==> src/rtl/uart_arb_pkg.sv <==
// uart_arb_pkg: shared constants and FSM encoding for the UART TX arbiter.
// Optional feature macro: UART_TX_ARB_PARITY_EN (adds an even-parity bit
// between the data bits and the stop bit).
package uart_arb_pkg;
  localparam int DATA_BITS            = 8;
  localparam int FRAME_BITS_NO_PARITY = 10;
  localparam int FRAME_BITS_PARITY    = 11;
`ifdef UART_TX_ARB_PARITY_EN
  localparam int FRAME_BITS = FRAME_BITS_PARITY;
`else
  localparam int FRAME_BITS = FRAME_BITS_NO_PARITY;
`endif

  typedef enum logic [2:0] {
    ST_IDLE   = 3'd0,
    ST_START  = 3'd1,
    ST_DATA   = 3'd2,
`ifdef UART_TX_ARB_PARITY_EN
    ST_PARITY = 3'd3,
`endif
    ST_STOP   = 3'd4
  } tx_state_t;
endpackage

==> src/rtl/uart_tx_shift.sv <==
// uart_tx_shift: UART serialiser (start, 8 data bits LSB first, optional
// even parity, stop). Owns the FSM, bit-time counter, bit index and line.
// Ports:
//   clk, reset   clock, async active-high reset
//   i_start      accept i_data this cycle (only honoured in IDLE)
//   i_data       byte to send
//   o_busy       high in every non-IDLE state (registered)
//   o_tx         serial line, idle high (registered)
// Macro: UART_TX_ARB_PARITY_EN inserts the PARITY state.
module uart_tx_shift
  import uart_arb_pkg::*;
#(
  parameter int CLKS_PER_BIT = 434
) (
  input  logic                 clk,
  input  logic                 reset,
  input  logic                 i_start,
  input  logic [DATA_BITS-1:0] i_data,
  output logic                 o_busy,
  output logic                 o_tx
);
  localparam int CW = (CLKS_PER_BIT > 1) ? $clog2(CLKS_PER_BIT) : 1;

  tx_state_t            r_state;
  logic [CW-1:0]        r_cnt;
  logic [2:0]           r_idx;
  logic [DATA_BITS-1:0] r_data;
  logic                 r_tx;
  logic                 r_busy;

  logic                 w_bit_end;
  logic [2:0]           w_idx_nxt;

  assign w_bit_end = (r_cnt == CW'(CLKS_PER_BIT - 1));
  assign w_idx_nxt = r_idx + 3'd1;   // wraps 7 -> 0 on leaving DATA
  assign o_busy    = r_busy;
  assign o_tx      = r_tx;

  always_ff @(posedge clk or posedge reset) begin
    if (reset) begin
      r_state <= ST_IDLE;
      r_cnt   <= '0;
      r_idx   <= '0;
      r_data  <= '0;
      r_tx    <= 1'b1;
      r_busy  <= 1'b0;
    end else begin
      // Outputs are set one state ahead so the line changes exactly on
      // the bit boundary without a combinational decode.
      case (r_state)
        ST_IDLE: begin
          r_cnt <= '0;
          if (i_start) begin
            r_data  <= i_data;
            r_state <= ST_START;
            r_tx    <= 1'b0;
            r_busy  <= 1'b1;
          end
        end
        ST_START: begin
          if (w_bit_end) begin
            r_cnt   <= '0;
            r_state <= ST_DATA;
            r_tx    <= r_data[0];
          end else begin
            r_cnt <= r_cnt + CW'(1);
          end
        end
        ST_DATA: begin
          if (w_bit_end) begin
            r_cnt <= '0;
            r_idx <= w_idx_nxt;
            if (r_idx == 3'd7) begin
`ifdef UART_TX_ARB_PARITY_EN
              r_state <= ST_PARITY;
              r_tx    <= ^r_data;
`else
              r_state <= ST_STOP;
              r_tx    <= 1'b1;
`endif
            end else begin
              r_tx <= r_data[w_idx_nxt];
            end
          end else begin
            r_cnt <= r_cnt + CW'(1);
          end
        end
`ifdef UART_TX_ARB_PARITY_EN
        ST_PARITY: begin
          if (w_bit_end) begin
            r_cnt   <= '0;
            r_state <= ST_STOP;
            r_tx    <= 1'b1;
          end else begin
            r_cnt <= r_cnt + CW'(1);
          end
        end
`endif
        ST_STOP: begin
          if (w_bit_end) begin
            r_cnt   <= '0;
            r_state <= ST_IDLE;
            r_busy  <= 1'b0;
          end else begin
            r_cnt <= r_cnt + CW'(1);
          end
        end
        default: begin
          r_state <= ST_IDLE;
          r_tx    <= 1'b1;
          r_busy  <= 1'b0;
        end
      endcase
    end
  end
endmodule

==> src/rtl/uart_tx_arbiter.sv <==
// uart_tx_arbiter: two valid/ready requesters (0 = CPU, 1 = debug) sharing
// one UART transmitter with round-robin arbitration.
// Ports:
//   clk, reset               clock, async active-high reset
//   req0_valid/data/ready    CPU requester
//   req1_valid/data/ready    debug requester
//   UART_TX                  serial line, idle high
//   busy                     frame in progress
//   last_grant               index of most recently granted requester
// Macro: UART_TX_ARB_PARITY_EN (passed through to the serialiser).
module uart_tx_arbiter
  import uart_arb_pkg::*;
#(
  parameter int CLKS_PER_BIT = 434
) (
  input  logic                 clk,
  input  logic                 reset,
  input  logic                 req0_valid,
  input  logic [DATA_BITS-1:0] req0_data,
  output logic                 req0_ready,
  input  logic                 req1_valid,
  input  logic [DATA_BITS-1:0] req1_data,
  output logic                 req1_ready,
  output logic                 UART_TX,
  output logic                 busy,
  output logic                 last_grant
);
  logic                 r_last_grant;
  logic                 w_busy;
  logic                 w_win;
  logic                 w_open;
  logic                 w_xfer;
  logic [DATA_BITS-1:0] w_data;

  // Tie goes to whoever was not served last; reset value 1 favours req0.
  assign w_win  = (req0_valid && req1_valid) ? ~r_last_grant : req1_valid;
  assign w_open = ~w_busy & ~reset;

  assign req0_ready = w_open & req0_valid & ~w_win;
  assign req1_ready = w_open & req1_valid &  w_win;
  assign w_xfer     = req0_ready | req1_ready;
  assign w_data     = w_win ? req1_data : req0_data;

  always_ff @(posedge clk or posedge reset) begin
    if (reset)       r_last_grant <= 1'b1;
    else if (w_xfer) r_last_grant <= w_win;
  end

  uart_tx_shift #(.CLKS_PER_BIT(CLKS_PER_BIT)) u_shift (
    .clk     (clk),
    .reset   (reset),
    .i_start (w_xfer),
    .i_data  (w_data),
    .o_busy  (w_busy),
    .o_tx    (UART_TX)
  );

  assign busy       = w_busy;
  assign last_grant = r_last_grant;
endmodule
==> config.mk <==
export PLATFORM = sky130hd
export DESIGN_NAME = uart_tx_arbiter
export DESIGN_NICKNAME = d
export VERILOG_FILES = /design/src/rtl/uart_arb_pkg.sv /design/src/rtl/uart_tx_shift.sv /design/src/rtl/uart_tx_arbiter.sv
export SDC_FILE = /design/constraint.sdc
export NUM_CORES = 1
export LEC_CHECK = 0
export ABC_AREA = 1
export BUFFER_PORTS_ARGS = -buffer_cell sky130_fd_sc_hd__buf_2
export CAP_MARGIN = 25
export CORE_ASPECT_RATIO = 1.2
export CORE_MARGIN = 10
export CORE_UTILIZATION = 45
export DETAILED_ROUTE_END_ITERATION = 10
export PLACE_DENSITY = 0.66
export SLEW_MARGIN = 30
export SYNTH_ARGS = -nofsm -noshare
export SYNTH_HDL_FRONTEND = slang
export SYNTH_HIERARCHICAL = 1
export SYNTH_SLANG_ARGS = --single-unit
==> constraint.sdc <==
create_clock -name clk -period 2 [get_ports clk]
set_input_delay 0.2 -clock clk [delete_from_list [all_inputs] [get_ports clk]]
set_output_delay 0.2 -clock clk [all_outputs]
set_load 0.02 [all_outputs]
Word level (Yosys, flattened, before mapping)
Cells that the tools add are included.
{"block": "word_totals", "elab_cells": 62, "output_inout_bits": 5, "input_bits": 20, "reg_bits": 26}
{"block": "op_classes", "n_eq_ne": 10, "muxes": 20, "order_cmp": 1, "n_reduce_logical": 10, "bitwise": 12, "add_sub_neg": 2}
{"cell": "one-hot mux 9 bit (2 select lines)", "count": 1}
{"cell": "two-way mux 3 bit", "count": 5}
{"cell": "one-hot mux 3 bit (4 select lines)", "count": 1}
{"cell": "!= test 2 x 1 -> 1 bit (second input constant)", "count": 5}
{"cell": "adder 9 x 1 -> 9 bit (second input constant)", "count": 1}
{"cell": "equality test 9 bit (second input constant)", "count": 1}
{"cell": "two-way mux 9 bit", "count": 1}
{"cell": "two-way mux 1 bit", "count": 8}
{"cell": "two-way mux 8 bit", "count": 1}
{"cell": "equality test 3 bit (second input constant)", "count": 2}
{"cell": "inverter 1 bit", "count": 6}
{"cell": "AND 1 bit", "count": 5}
{"cell": "AND reduction 5 bit", "count": 1}
{"cell": "< comparator 3 x 4 -> 1 bit (second input constant)", "count": 1}
{"cell": "one-hot mux 1 bit (4 select lines)", "count": 1}
{"cell": "AND reduction 2 bit", "count": 2}
{"cell": "AND reduction 4 bit", "count": 1}
{"cell": "adder 3 x 1 -> 3 bit (second input constant)", "count": 1}
{"cell": "binary-select mux 1 bit (select 3 bit)", "count": 1}
{"cell": "equality test 3 x 1 -> 1 bit (second input constant)", "count": 1}
{"cell": "equality test 3 x 2 -> 1 bit (second input constant)", "count": 1}
{"cell": "logical NOT 3 bit", "count": 1}
{"cell": "one-hot mux 1 bit (3 select lines)", "count": 1}
{"cell": "AND reduction 3 bit", "count": 1}
{"cell": "5 further kinds", "count": 5}

Longest topological paths before layout
{"block": "logic_depth", "depth_word": 7, "ltp_mapped": 9, "mapped_depth_nobuf": 9}

Cells and area by module
The synthesis kept the hierarchy.
{"mod": "uart_tx_shift", "cells_each": 156, "area_each_um2": 1363.8, "seq_area_each_um2": 626.9, "instances": 1}
{"mod": "uart_tx_arbiter", "cells_each": 38, "area_each_um2": 203.9, "seq_area_each_um2": 26.3, "instances": 1}

Least setup slack after synthesis
Ideal clock, no wire load.
{"block": "synth_timing", "path_type": "flip-flop to flip-flop", "start": "register r_last_grant, in the netlist last_grant", "end": "register u_shift.r_data[0]", "period_less_slack_ns": 1.516, "required_time_ns": 1.875, "path_stages_with_launch": 6, "path_slack_ns": 0.484, "arrival_time_ns": 1.391, "n_path_buf": 0, "cell_sequence": "dfstp_2 > nand2_4 > nand3_1 > nand2_1 > nand2_4 > mux2_2"}
{"block": "synth_between", "elab_chain_len": 6, "elab_cells_between_ends": 8, "classes_between": "mux (2); bitwise (5); reduce/logical (1)"}
{"element": "from (decl)", "line_no": "uart_tx_arbiter.sv:28", "rtl": "logic r_last_grant;"}
{"element": "from (signal assigned)", "line_no": "uart_tx_arbiter.sv:46", "rtl": "else if (w_xfer) r_last_grant <= w_win;"}
{"element": "inverter 1 bit (*)", "line_no": "uart_tx_arbiter.sv:36", "rtl": "assign w_win = (req0_valid && req1_valid) ? ~r_last_grant : req1_valid;"}
{"element": "two-way mux 1 bit (*)", "line_no": "uart_tx_arbiter.sv:36"}
{"element": "inverter 1 bit", "line_no": "uart_tx_arbiter.sv:39", "rtl": "assign req0_ready = w_open & req0_valid & ~w_win;"}
{"element": "AND 1 bit", "line_no": "uart_tx_arbiter.sv:39"}
{"element": "OR 1 bit (*)", "line_no": "uart_tx_arbiter.sv:41", "rtl": "assign w_xfer = req0_ready | req1_ready;"}
{"element": "net w_xfer", "line_no": "uart_tx_arbiter.sv:32", "rtl": "logic w_xfer;"}
{"element": "AND reduction 2 bit (no source line) (*)"}
{"element": "to (signal assigned)", "line_no": "uart_tx_shift.sv:54", "rtl": "r_data <= i_data;"}
{"element": "to (decl)", "line_no": "uart_tx_shift.sv:27", "rtl": "logic [DATA_BITS-1:0] r_data;"}
The timed path passes the listed nets; every way through them passes the cells marked *.
A chain may end at the register's enable or synchronous reset.

Final worst setup path
{"block": "layout_timing", "start": "input reset", "end": "output req0_ready"}
{"block": "layout_between", "elab_chain_len": 4}
{"element": "from (decl)", "line_no": "uart_tx_arbiter.sv:17", "rtl": "input logic reset,"}
{"element": "inverter 1 bit", "line_no": "uart_tx_arbiter.sv:37", "rtl": "assign w_open = ~w_busy & ~reset;"}
{"element": "AND 1 bit", "line_no": "uart_tx_arbiter.sv:37"}
{"element": "AND 1 bit (2 in a row)", "line_no": "uart_tx_arbiter.sv:39"}
{"element": "to (decl)", "line_no": "uart_tx_arbiter.sv:20", "rtl": "output logic req0_ready,"}
No other way between the ends.

==> impl_metrics.py <==
metrics = {
    "outcome": {
        "status": "completed",
    },
    "yosys": {
        "netlist_instances": 194,
        "synth_top_area_cell": "dfrtp_1",
        "synth_top_area_share": 0.3831,
        "syn_avg_cell_area_um2": 8.081,
        "syn_nets": 218,
        "yosysSeqAreaShare": 0.4166,
        "synth-simple-area-share": 0.3216,
        "synth_edf_count": 0,
        "synth.most_common_cell": "nand2_1",
        "synth.distinct_cells": 25,
        "synth_compound_area_frac": 0.07342,
        "synth_top_flop_cell": "dfrtp_1",
        "synthMuxAreaShare": 0.05746,
        "synth_area_leaders": "dfrtp_1 (38%), nand2_1 (14%), nand3_1 (6.7%)",
        "async_flop_share": 1.000,
        "synth_adder_area_share": 0.03192,
        "synth_common_cells": "nand2_1 (59), dfrtp_1 (24), inv_1 (22)",
        "ys_warn_count": 6,
        "synth_xor_xnor_area_share": 0.02793,
        "synth_seq_cells": 26,
        "synth_top_family_by_area": "simple AND/OR/NAND/NOR gates",
        "syn_area_um2": 1568,
    },
    "timing": {
        "fin_setup_tns_ns": 0,
        "finalClockSkew_ns": 0.01285,
        "clock.fmax_mhz": 627.0,
        "min_period_ns": 1.595,
        "finalCritPeriodShare": 0.7974,
        "slew_headroom": 0.7472,
        "setup_viol": 0,
        "rsz0062_at_grt": "no",
        "hold_viol": 0,
        "maxSlewViolCount": 0,
        "tightest_slew_ns": 0.3763,
    },
    "worst_setup_path": {
        "start_kind": "input pin",
        "crit_type": "in2out",
        "critical_path_arrival_ns": 1.39,
        "r2r_start": "last_grant",
        "rrSetupSlack_ns": 0.45,
        "worstPathRequired_ns": 1.80,
        "rr_endpoint": "u_shift/r_data[6]",
        "ff2ff_path_depth": 5,
        "cp-end-kind": "output pin",
        "crit_fanout": 3,
    },
    "layout": {
        "final_cells": 260,
        "syn_to_final_growth_pct": 15.40,
        "drive_gt1_frac": 0.2556,
        "diodes": 0,
        "nets": 248,
    },
    "min_path": {
        "hold_class": "in2reg",
        "hold_end": "u_shift/r_data[5]",
        "hold_start": "req0_data[5]",
        "min_delay_path_depth": 4,
    },
    "clocking": {
        "clk_pin_slew_ns": 0.10,
        "cts_num_sinks": 26,
        "cts_setup_buffers": 0,
        "cts_root_buf": "clkbuf_8",
        "cts_tree": "built",
        "ctsLongestPathBuffers": 2,
        "ctsHoldBuffers": 1,
        "cts_buffers": 3,
        "htreeDepth": 1,
        "clk_latency_ns": 0.28,
        "cts.repair.resized": 0,
    },
    "global_route": {
        "grt_util_all_layers": 0.1092,
        "grt_pass1_vias": 1357,
        "grt_pass1_wl_um": 5644,
        "antenna_found_initial": 0,
        "grt_max_degree": 26,
        "grt-ovfl-total": 0,
    },
    "route": {
        "drc": 0,
        "first_iter_violations": 70,
        "via_per_inst": 4.873,
        "postRouteAntennaNets": 0,
        "vias": 1267,
        "routed_wl_um": 3062,
        "drt_pass1_iterations": 4,
        "wl_per_cell_um": 11.78,
    },
    "die": {
        "ioPinCount": 25,
        "fp.dieW_um": 73.88,
        "die_y_um": 84.66,
        "num_rows": 23,
        "initial_core_util": 0.4696,
        "dieArea_um2": 6254,
        "core_area_um2": 3338,
    },
    "power": {
        "p_leak_nw": 0.9635,
        "power.density_nw_per_um2": 1272,
        "vdd_drop_max_mv": 0.7809,
    },
    "placement": {
        "port_buffers": 24,
        "place.gp.congestion": 0.8136,
        "dp_hpwl_um": 2449,
        "dp.cells": 255,
    },
    "flow_run": {
        "cap_viol_max_count": 0,
    },
}
==> power breakdown <==
part / switching (mW) / internal (mW)
registers: 0.133 / 0.709
logic: 0.622 / 0.400
clock network: 0.170 / 0.268
==> how the worst max path moves through the flow <==
stage | start | end | slack (ns) | depth (start not counted)
6_report | reset | req0_ready | 0.41 | 6
5_1_grt | reset | u_shift/o_tx | 0.26 | 10
4_1_cts | reset | req0_ready | 0.40 | 6
3_5_place_dp | last_grant | u_shift/r_data[6] | 0.47 | 5
3_3_place_gp | last_grant | u_shift/r_data[2] | 0.53 | 5
2_1_floorplan | last_grant | u_shift/r_data[0] | 0.48 | 5
==> layer usage <==
layer / GRT usage / part of all wire / up-vias
met5: 0 / 0 / -
li1: - / - / 677
met2: 0.1762 / 0.46 / 30
met1: 0.1324 / 0.49 / 556
met3: 0.02945 / 0.040 / 4
met4: 0.04244 / 0.015 / 0
==> layout by cell type, fill, tap and decap left out <==
master,Yosys,final
o21ai_1,3,3
o22ai_1,3,3
buf_4,0,1
o21ai_4,1,1
inv_1,22,22
nand2_1,59,59
ha_1,4,4
nor3_1,1,1
dlygate4sd3_1,0,1
inv_2,4,4
nand2_4,4,4
xor2_1,4,4
nand3b_4,1,1
dfstp_2,2,2
mux2_2,8,8
nor2_1,11,11
clkbuf_8,1,3
buf_2,0,24
nand3_2,3,3
nand3_1,21,21
nor2_2,3,3
bufinv_16,0,1
a21oi_1,5,5
o21ai_0,5,5
dfrtp_1,24,24
xnor2_1,1,1
nor2_4,1,1
nand2_2,1,1
o21a_1,2,2
==> registers in the layout (all words and copies together), names as in the netlist <==
signal / flops
u_shift/r_cnt: 9
u_shift/r_state: 3
last_grant: 1
u_shift/o_tx: 1
u_shift/r_data: 8
u_shift/o_busy: 1
u_shift/r_idx: 3
==> cell type report <==
class,instances,area (µm²)
Clock inverter,1,30.03
Timing Repair Buffer,26,137.6
Tap cell,37,46.29
Fill cell,328,1529
Inverter,26,97.59
Sequential cell,26,653.1
Clock buffer,3,41.29
Multi-Input combinational cell,141,803.3
==> kinds of logic after synthesis <==
family,after synthesis
flip-flops,26
multiplexers,8
AO/OA/AOI/OAI,19
buffers and inverters,27
AND/OR/NAND/NOR,105
XOR/XNOR,5
adder cells (fa/ha/maj),4
==> critical path: stages <==
cell and delay, ns:
dlygate4sd3_1 0.53, buf_2 0.13, nor2_1 0.14, nand2_1 0.12
nor2_2 0.11, buf_2 0.16
==> through the flow <==
step	setup WS, ns	util	power [mW]	hold WS, ns	instance area (µm²)
2_1_floorplan	0.4844	-	1.641	0.08970	1568
3_3_place_gp	0.5258	0.5176	1.866	0.2181	1728
3_5_place_dp	0.4728	0.5176	1.883	0.2172	1728
4_1_cts	0.3997	0.5420	2.332	0.2345	1809
5_1_grt	0.2574	0.5420	2.521	0.2656	1809
6_report	0.4051	0.5420	2.301	0.2402	1809
Note: power is estimated with default switching activity, not from simulation.
